`src/rtl/rv_int_ctrl_if.sv`:
```
// CSR struct types and the timer-bus / trap-handshake interface shared by
// the machine interrupt controller and the core.
package rv_int_ctrl_pkg;
    typedef struct packed {
        logic enable_external;
        logic enable_timer;
        logic enable_soft;
    } int_ctrl_csr_t;

    typedef struct packed {
        logic pending_external;
        logic pending_timer;
        logic pending_soft;
    } int_ctrl_state_csr_t;
endpackage

interface rv_int_ctrl_if;
    logic        i_tmr_we;
    logic [1:0]  i_tmr_sel;
    logic [31:0] i_tmr_wdata;
    logic [31:0] o_tmr_rdata;
    logic        o_trap_req;
    logic        i_trap_ack;
    logic [31:0] o_trap_cause;
    logic        i_mret;
    logic        o_in_trap;

    // master is the core side, slave is the interrupt controller
    modport master (
        output i_tmr_we, i_tmr_sel, i_tmr_wdata, i_trap_ack, i_mret,
        input  o_tmr_rdata, o_trap_req, o_trap_cause, o_in_trap
    );

    modport slave (
        input  i_tmr_we, i_tmr_sel, i_tmr_wdata, i_trap_ack, i_mret,
        output o_tmr_rdata, o_trap_req, o_trap_cause, o_in_trap
    );
endinterface

```
`src/rtl/rv_int_ctrl.sv`:
```
// Machine-mode interrupt controller: 64-bit mtime/mtimecmp timer, external IRQ
// synchronizer, fixed-priority arbitration and a trap request/ack/mret FSM.
module rv_int_ctrl
    import rv_int_ctrl_pkg::*;
#(
    parameter int SYNC_STAGES = 2
) (
    input  logic                i_clk,
    input  logic                i_reset_n,
    input  logic                i_irq_ext,
    input  logic                i_irq_soft,
    input  int_ctrl_csr_t       i_int_ctr,
    input  logic                i_mie,
    output int_ctrl_state_csr_t o_int_ctr_state,
    rv_int_ctrl_if.slave        bus
);

    if (SYNC_STAGES < 2 || SYNC_STAGES > 4) begin : g_bad_sync_stages
        $error("rv_int_ctrl: SYNC_STAGES must be in 2..4");
    end

    localparam logic [31:0] CAUSE_EXT   = 32'h8000_000B;
    localparam logic [31:0] CAUSE_SOFT  = 32'h8000_0003;
    localparam logic [31:0] CAUSE_TIMER = 32'h8000_0007;

    typedef enum logic [1:0] {
        IDLE,
        REQ,
        ACTIVE
    } state_t;

    // Fixed priority: external > soft > timer; cand is {ext, soft, timer}
    function automatic logic [31:0] win_cause(input logic [2:0] cand);
        if (cand[2])      return CAUSE_EXT;
        else if (cand[1]) return CAUSE_SOFT;
        else              return CAUSE_TIMER;
    endfunction

    logic [63:0]            mtime;
    logic [63:0]            mtimecmp;
    logic [SYNC_STAGES-1:0] irq_ext_sync;
    logic                   pend_timer;
    logic                   pend_soft;
    logic [2:0]             cand;
    state_t                 state;
    logic                   trap_req;
    logic [31:0]            trap_cause;
    logic                   in_trap;

    // A write to either mtime half replaces this cycle's increment entirely
    always_ff @(posedge i_clk) begin
        if (!i_reset_n) begin
            mtime <= 64'd0;
        end else if (bus.i_tmr_we && bus.i_tmr_sel == 2'd0) begin
            mtime[31:0] <= bus.i_tmr_wdata;
        end else if (bus.i_tmr_we && bus.i_tmr_sel == 2'd1) begin
            mtime[63:32] <= bus.i_tmr_wdata;
        end else begin
            mtime <= mtime + 64'd1;
        end
    end

    always_ff @(posedge i_clk) begin
        if (!i_reset_n) begin
            mtimecmp <= 64'hFFFF_FFFF_FFFF_FFFF;
        end else if (bus.i_tmr_we && bus.i_tmr_sel == 2'd2) begin
            mtimecmp[31:0] <= bus.i_tmr_wdata;
        end else if (bus.i_tmr_we && bus.i_tmr_sel == 2'd3) begin
            mtimecmp[63:32] <= bus.i_tmr_wdata;
        end
    end

    always_comb begin
        bus.o_tmr_rdata = 32'd0;
        case (bus.i_tmr_sel)
            2'd0:    bus.o_tmr_rdata = mtime[31:0];
            2'd1:    bus.o_tmr_rdata = mtime[63:32];
            2'd2:    bus.o_tmr_rdata = mtimecmp[31:0];
            default: bus.o_tmr_rdata = mtimecmp[63:32];
        endcase
    end

    // Pending sources: external through the synchronizer, others one flop
    always_ff @(posedge i_clk) begin
        if (!i_reset_n) begin
            irq_ext_sync <= '0;
            pend_timer   <= 1'b0;
            pend_soft    <= 1'b0;
        end else begin
            irq_ext_sync <= {irq_ext_sync[SYNC_STAGES-2:0], i_irq_ext};
            pend_timer   <= (mtime >= mtimecmp);
            pend_soft    <= i_irq_soft;
        end
    end

    assign o_int_ctr_state.pending_external = irq_ext_sync[SYNC_STAGES-1];
    assign o_int_ctr_state.pending_timer    = pend_timer;
    assign o_int_ctr_state.pending_soft     = pend_soft;

    assign cand = {irq_ext_sync[SYNC_STAGES-1] & i_int_ctr.enable_external,
                   pend_soft                   & i_int_ctr.enable_soft,
                   pend_timer                  & i_int_ctr.enable_timer};

    // Once raised, the request is held until acknowledged regardless of sources
    always_ff @(posedge i_clk) begin
        if (!i_reset_n) begin
            state      <= IDLE;
            trap_req   <= 1'b0;
            trap_cause <= 32'd0;
            in_trap    <= 1'b0;
        end else begin
            case (state)
                IDLE: begin
                    if (i_mie && (cand != 3'b000)) begin
                        state      <= REQ;
                        trap_req   <= 1'b1;
                        trap_cause <= win_cause(cand);
                    end
                end
                REQ: begin
                    if (bus.i_trap_ack) begin
                        state    <= ACTIVE;
                        trap_req <= 1'b0;
                        in_trap  <= 1'b1;
                    end
                end
                ACTIVE: begin
                    if (bus.i_mret) begin
                        state   <= IDLE;
                        in_trap <= 1'b0;
                    end
                end
                default: begin
                    state    <= IDLE;
                    trap_req <= 1'b0;
                    in_trap  <= 1'b0;
                end
            endcase
        end
    end

    assign bus.o_trap_req   = trap_req;
    assign bus.o_trap_cause = trap_cause;
    assign bus.o_in_trap    = in_trap;

endmodule

```
`src/flat_wrapper.sv`:
```
// flat-port wrapper written by rule: the top's interface ports become plain ports
module rv_int_ctrl_flat import rv_int_ctrl_pkg::*;
#(
    parameter int SYNC_STAGES = 2
)
  (i_clk, i_reset_n, i_irq_ext, i_irq_soft, i_int_ctr, i_mie, o_int_ctr_state, bus_i_tmr_we, bus_i_tmr_sel, bus_i_tmr_wdata, bus_i_trap_ack, bus_i_mret, bus_o_tmr_rdata, bus_o_trap_req, bus_o_trap_cause, bus_o_in_trap);
  rv_int_ctrl_if bus_i ();
  input  logic i_clk;
  input  logic i_reset_n;
  input  logic i_irq_ext;
  input  logic i_irq_soft;
  input  int_ctrl_csr_t i_int_ctr;
  input  logic i_mie;
  output int_ctrl_state_csr_t o_int_ctr_state;
  input wire logic [$bits(bus_i.i_tmr_we)-1:0] bus_i_tmr_we;
  input wire logic [$bits(bus_i.i_tmr_sel)-1:0] bus_i_tmr_sel;
  input wire logic [$bits(bus_i.i_tmr_wdata)-1:0] bus_i_tmr_wdata;
  input wire logic [$bits(bus_i.i_trap_ack)-1:0] bus_i_trap_ack;
  input wire logic [$bits(bus_i.i_mret)-1:0] bus_i_mret;
  output wire logic [$bits(bus_i.o_tmr_rdata)-1:0] bus_o_tmr_rdata;
  output wire logic [$bits(bus_i.o_trap_req)-1:0] bus_o_trap_req;
  output wire logic [$bits(bus_i.o_trap_cause)-1:0] bus_o_trap_cause;
  output wire logic [$bits(bus_i.o_in_trap)-1:0] bus_o_in_trap;
  assign bus_i.i_tmr_we = bus_i_tmr_we;
  assign bus_i.i_tmr_sel = bus_i_tmr_sel;
  assign bus_i.i_tmr_wdata = bus_i_tmr_wdata;
  assign bus_i.i_trap_ack = bus_i_trap_ack;
  assign bus_i.i_mret = bus_i_mret;
  assign bus_o_tmr_rdata = bus_i.o_tmr_rdata;
  assign bus_o_trap_req = bus_i.o_trap_req;
  assign bus_o_trap_cause = bus_i.o_trap_cause;
  assign bus_o_in_trap = bus_i.o_in_trap;
  rv_int_ctrl #(.SYNC_STAGES(SYNC_STAGES)) u_core (.i_clk(i_clk), .i_reset_n(i_reset_n), .i_irq_ext(i_irq_ext), .i_irq_soft(i_irq_soft), .i_int_ctr(i_int_ctr), .i_mie(i_mie), .o_int_ctr_state(o_int_ctr_state), .bus(bus_i));
endmodule
```
`config.mk`:
```
export PLATFORM = sky130hd
export DESIGN_NAME = rv_int_ctrl_flat
export DESIGN_NICKNAME = d
export VERILOG_FILES = /design/src/rtl/rv_int_ctrl_if.sv /design/src/rtl/rv_int_ctrl.sv /design/src/flat_wrapper.sv
export SDC_FILE = /design/constraint.sdc
export NUM_CORES = 1
export LEC_CHECK = 0
export CORE_MARGIN = 4
export CORE_UTILIZATION = 54
export CTS_CLUSTER_SIZE = 10
export DETAILED_ROUTE_END_ITERATION = 7
export MAX_ROUTING_LAYER = met4
export PLACE_DENSITY_LB_ADDON = 0.3
export SLEW_MARGIN = 20
export SYNTH_ARGS = -nofsm -noshare
export SYNTH_HDL_FRONTEND = slang
export SYNTH_SLANG_ARGS = --single-unit
```
`constraint.sdc`:
```
create_clock -name i_clk -period 3 [get_ports i_clk]
set_clock_uncertainty 0.05 [all_clocks]
set_input_delay 0.75 -clock i_clk [delete_from_list [all_inputs] [get_ports i_clk]]
set_output_delay 0.75 -clock i_clk [all_outputs]
set_load 0.02 [all_outputs]
```
Word level (Yosys, flattened, before mapping)

Cells that the tools add are included.

$lt $le $gt $ge: 1
Mux-type cells: 16
$add $sub $neg: 1
Bitwise logic cells: 6
Eq/ne operators: 9
Reductions and logical operators: 13

Operators by type and width:

| kind                                                  | number |
|---|---|
| two-way mux 32 bit                                    | 4 |
| case mux 32 bit (3 select lines)                      | 1 |
| adder 64 x 1 -> 64 bit, second input constant         | 1 |
| greater-or-equal comparator 64 bit                    | 1 |
| AND reduction 3 bit                                   | 3 |
| equality test 2 bit, second input constant            | 3 |
| two-way mux 2 bit                                     | 3 |
| case mux 1 bit (3 select lines)                       | 2 |
| case mux 2 bit (3 select lines)                       | 1 |
| logical AND 1 bit                                     | 5 |
| equality test 2 x 1 -> 1 bit, second input constant   | 2 |
| zero test 2 bit                                       | 2 |
| two-way mux 1 bit                                     | 4 |
| inequality test 2 x 1 -> 1 bit, second input constant | 2 |
| inequality test 2 bit, second input constant          | 2 |
| AND reduction 2 bit                                   | 2 |
| bitwise AND 1 bit                                     | 3 |
| two-way mux 3 bit                                     | 1 |
| inverter 1 bit                                        | 3 |
| nonzero test 3 bit                                    | 1 |

Logic and storage cells: 57
Bits of input ports: 45
Output and inout bits: 69
Bits in registers: 168

Logic depth before layout (Yosys ltp)

Depth after elaboration: 5
Gate-level depth with buffers: 8
Gate-level depth less buffers: 8

Least setup slack after synthesis

OpenSTA, ideal clock, no wires.

Path kind: input port to output port
Start: input port bus_i_tmr_sel[0]
End: output port bus_o_tmr_rdata[30]
Stages: 3
Data arrival time: 2201 ps
Data required time: 2200 ps
Buffers on the path: 2
Path slack: -1 ps
Path through: clkbuf_1 > clkbuf_1 > mux4_1

Cells in the longest elaborated chain, start to end: 2
Elaborated cells between the ends (all ways): 4
Those cells by class: eq/ne: 2; mux: 1; reduce/logical: 1

Ends and longest elaborated chain:

| what                                              | line               | text |
|---|---|---|
| start, declared                                   | flat_wrapper.sv:16 | `input wire logic [$bits(bus_i.i_tmr_sel)-1:0] bus_i_tmr_sel;` |
| equality test 2 bit, or another cell as far along | rv_int_ctrl.sv:75  | `case (bus.i_tmr_sel)` |
| case mux 32 bit (3 select lines) (*)              | rv_int_ctrl.sv:75  |  |
| end, declared                                     | flat_wrapper.sv:20 | `output wire logic [$bits(bus_i.o_tmr_rdata)-1:0] bus_o_tmr_rdata;` |

Mark *: on every way between the ends. The rest lies on a longest branch, timed or not.

Worst setup path in the final report

Start: input port bus_i_tmr_sel[0]
End: output port bus_o_tmr_rdata[29]

The elaborated chain is that of the path after synthesis.

==> out/summary.txt <==
PWR
-------------------------------------------------------------------------------------
Leakage power figure                                                         4.500 nW
PD cells                                                                 473.3 nW/um^2
Switching share of total power                                                 26.98%
Cell Int Power                                                             0.003692 W
Maximum ir drop on the vdd rail                                           0.0004302 V
Share of total power in combinational logic                                     15.0%
Proportion of power drawn by flip-flops and latches                             40.3%
Part of the total power dissipated in the clock network                         44.7%
Sw Pwr                                                                     0.001364 W

YOSYS
-------------------------------------------------------------------------------------
Yosys warning total                                                                 0
Most used flip-flop cell after synthesis                                      dfxtp_1
Mapped Area                                                                8919 sq um
Top cells by area in the synthesized netlist                             dfxtp_1, ha_1, mux4_2
Mean instance size in the synthesized netlist                             8.430 sq um
Cell type with the largest total area after synthesis                         dfxtp_1
Area fraction of the dominant cell type after synthesis                        31.20%
EDFF count, synth                                                                   0
Sequential share of the synthesized area                                       31.20%
Post-synthesis async set-or-reset flop share                                       0%
Cells after Synth                                                                1058
Synth cell types                                                                   68
Yosys reg bits                                                                    139

CLOCK NETWORK
-------------------------------------------------------------------------------------
Clock H-tree levels                                                                 4
Reg clk slew, reported paths                                                  0.06 ns
Library cell used as clock root buffer                                      clkbuf_16
Worst-case clock buffer depth                                                       2
CTS sink cnt                                                                      139
Clk_lat worst skew                                                            0.44 ns
CTS buffer count                                                                   17
TritonCTS clock tree                                                              yes

ROUTE
-------------------------------------------------------------------------------------
Routed len/inst                                                          19.64 microns
Via count of the routed design                                                   8633
Per-cell via count in the routed design                                         6.301
Final wirelength                                                         26910 microns
DRC violations left                                                                 0
1st-pass router iterations                                                          6
Final antenna-violating net count                                                   0
Count of routing violations after the opening detailed-route iteration           1087

FINAL LAYOUT
-------------------------------------------------------------------------------------
Final core area utilization                                                    66.51%
Filler-free cell count of the finished design                                    1370
Area overhead of the layout relative to synthesis                              19.75%
Diodes inserted                                                                     0
Filler cells                                                                     1344
Fraction of layout instances using a drive strength above 1                    11.87%
Net total in the final layout                                                    1252

GLOBAL ROUTE
-------------------------------------------------------------------------------------
Total congestion overflow after global routing                                      0
Antenna violations before repair                                                    0
First-pass GRT wire length                                               43730 microns
Global router's overall resource usage                                         30.93%
Vias in the first global route                                                   8298
Pin count of the biggest net entering global routing                               53

RUN STATUS
-------------------------------------------------------------------------------------
Run status                                                               complete, no violations

CRITICAL PATH
-------------------------------------------------------------------------------------
Critical path launch point type                                             input pin
Endpoint of the most critical register-to-register path                  u_core.pend_timer
Data required time at the worst endpoint                                      2.20 ns
Depth of the worst register-to-register path                                        8
Worst setup path category                                                input pin to output port
Worst setup EP type                                                       output port
Worst-case register-to-register setup slack                                   0.28 ns
Max Fanout on Critical Path                                                        12
Critical path arrival                                                         2.16 ns
Worst R2R Start                                                          u_core.mtimecmp[15]

PLACED DESIGN
-------------------------------------------------------------------------------------
Post-DP HPWL                                                             19420 microns
Worst slack, placed                                                       -0.05798 ns
Port Buffers                                                                       86
Final weighted congestion in routability-driven placement                      0.9971
Post-Place Cells                                                                 1339

STA
-------------------------------------------------------------------------------------
Max-Slew Margin vs Limit                                                       55.23%
Min Clock Period, post-route                                                 2.961 ns
Least setup slack across all paths after layout                            0.03896 ns
Slew at the pin closest to its max-slew limit                               0.6631 ns
Hold violation count in the final report                                            0
Slew Viols, Final                                                                   0
Crit share post-route                                                          98.70%
Top achievable clock speed                                                  337.7 MHz
Number of setup violations in the final report                                      0
Setup repair after global routing missed its margin                             false

FLOORPLAN
-------------------------------------------------------------------------------------
Initial core utilization                                                       55.54%
Total die area                                                            18640 sq um
Width of the chip                                                        136.5 microns
Area inside the core boundary                                             16060 sq um
I/O pin count                                                                     114
Die extent in y                                                          136.5 microns
Number of rows created at floorplan                                                46

WORST HOLD PATH
-------------------------------------------------------------------------------------
Worst Min Path Start                                                     u_core.irq_ext_sync[0]
Cell depth of the worst hold path                                                   1
Type of the tightest min-delay check                                     flip-flop to flip-flop
Worst Hold Endpoint                                                      u_core.irq_ext_sync[1]

JOB
-------------------------------------------------------------------------------------
Number of maximum-capacitance constraint violations                                 0

power by group through the flow:
stage / clock (W) / sequential, W / combinational (W)
3_5_place_dp: 0 / 0.00207 / 0.000765
2_1_floorplan: 0 / 0.00204 / 0.000501
6_report: 0.00226 / 0.00204 / 0.000756
4_1_cts: 0.00227 / 0.00203 / 0.000754
3_3_place_gp: 0 / 0.00207 / 0.000749
5_1_grt: 0.00235 / 0.00205 / 0.000828
layout by cell type, fill, tap and decap left out, drive strengths merged, types with 4 or more instances in the layout:
cell type and instances:
nor4 18, ha 65, nand3 40, clkbuf 19, a2bb2oi 4, a22oi 5
dlygate4sd2 22, clkdlybuf4s50 60, nor3 36, mux4 32, xor2 5, inv 76
conb 27, xnor2 10, a221oi 13, or4 4, clkinv 6, nor2b 4
nand4 23, o22ai 6, o211ai 73, a211oi 13, and2 6, dfxtp 139
a31oi 9, a21oi 78, mux2i 9, nand2 147, buf 46, a311oi 5
nor2 59, and4 9, and3 8, o21ai 38, bufinv 4
flip-flops by register name (all words and copies together) (netlist names):
register / flops
u_core.bus.o_in_trap: 1
u_core.mtime: 64
u_core.state: 2
u_core.irq_ext_sync: 2
u_core.bus.o_trap_cause: 3
u_core.pend_soft: 1
u_core.mtimecmp: 64
u_core.bus.o_trap_req: 1
u_core.pend_timer: 1
kinds of logic (layout without fill, tap and decap cells):
kind of cell             count (synthesis)  after routing  share of synthesized area [%]
AO/OA/AOI/OAI                          261            261                          19.18
XOR/XNOR                                15             15                          1.473
adder cells (fa/ha/maj)                 65             65                          9.119
buffers and inverters                  167            237                          8.501
flip-flops                             139            139                          31.20
multiplexers                            44             44                          9.512
other                                    1             27                        0.04205
AND/OR/NAND/NOR                        366            366                          20.97
metal layers:
metal,GRT usage [%],part of all wire [%],vias up
met3,5.000,8.5,74
met4,12.93,3.2,0
met2,48.49,47,441
li1,-,-,4019
met1,39.89,41,4099
met5,-,0,-
area by class of cell:
| cell class | instances | area [sq um] | share of cell area [%] |
|---|---|---|---|
| multi-input combinational | 778 | 5483 | 51.34 |
| sequential | 139 | 2783 | 26.05 |
| timing repair buffer | 129 | 1231 | 11.53 |
| clock buffer | 19 | 452.9 | 4.241 |
| inverter | 77 | 289.0 | 2.706 |
| tap | 216 | 270.3 | 2.530 |
| clock inverter | 12 | 171.4 | 1.605 |
how the worst max path moves through the flow:
stage | slack, ns | depth (start not counted) | end | start
floorplan | 0.08 | 3 | bus_o_tmr_rdata[12] | bus_i_tmr_sel[0]
finish | 0.04 | 4 | bus_o_tmr_rdata[29] | bus_i_tmr_sel[0]
detailed placement | -0.06 | 4 | bus_o_tmr_rdata[28] | bus_i_tmr_sel[0]
global route | 0.002 | 4 | bus_o_tmr_rdata[3] | bus_i_tmr_sel[0]
global placement | -0.01 | 4 | bus_o_tmr_rdata[26] | bus_i_tmr_sel[0]
CTS | 0.03 | 4 | bus_o_tmr_rdata[29] | bus_i_tmr_sel[0]
worst max-delay path, stage by stage:
cell and delay (ns):
buf_2 0.15, buf_12 0.17, mux4_2 0.52, clkdlybuf4s50_1 0.56
synth_stat cells (all sizes together) (2+ instances only):
cell type / instances
xor2: 5
nand2b: 2
a32oi: 3
a211oi: 13
nor3b: 2
nor2b: 4
nand4: 23
or3: 3
and2: 6
o22ai: 6
o211ai: 73
or2: 3
a21oi: 78
or4: 4
a31oi: 9
clkbuf: 48
ha: 65
and3: 8
xnor2: 10
a22oi: 5
nand3: 40
nor4: 18
a2bb2oi: 4
nor2: 59
a311oi: 5
o311ai: 3
and4: 9
mux2i: 9
dfxtp: 139
mux2: 3
o221ai: 2
mux4: 32
a221oi: 13
o21ai: 38
buf: 42
nand2: 147
inv: 76
nor3: 36
through the flow:
stage          power [W]  hold slack (ns)  area, sq um  TNS (ns)
3_3_place_gp    0.002823           0.3702        10080   -0.1419
4_1_cts         0.005057           0.3935        10680         0
6_report        0.005055           0.3893        10680         0
5_1_grt         0.005227           0.4288        10680         0
3_5_place_dp    0.002840           0.3770        10080   -0.6856
2_1_floorplan   0.002543           0.3619         9017         0
what timing repair did:
| action | 4_1_cts | 5_1_grt |
|---|---|---|
| hold buffers | 0 | 0 |
| resized for setup | 22 | 1 |
| setup buffers | 0 | 0 |
| cloned | 0 | 0 |
| endpoints found under the setup margin | 22 | 1 |
Power figures use the tool's default switching activity.
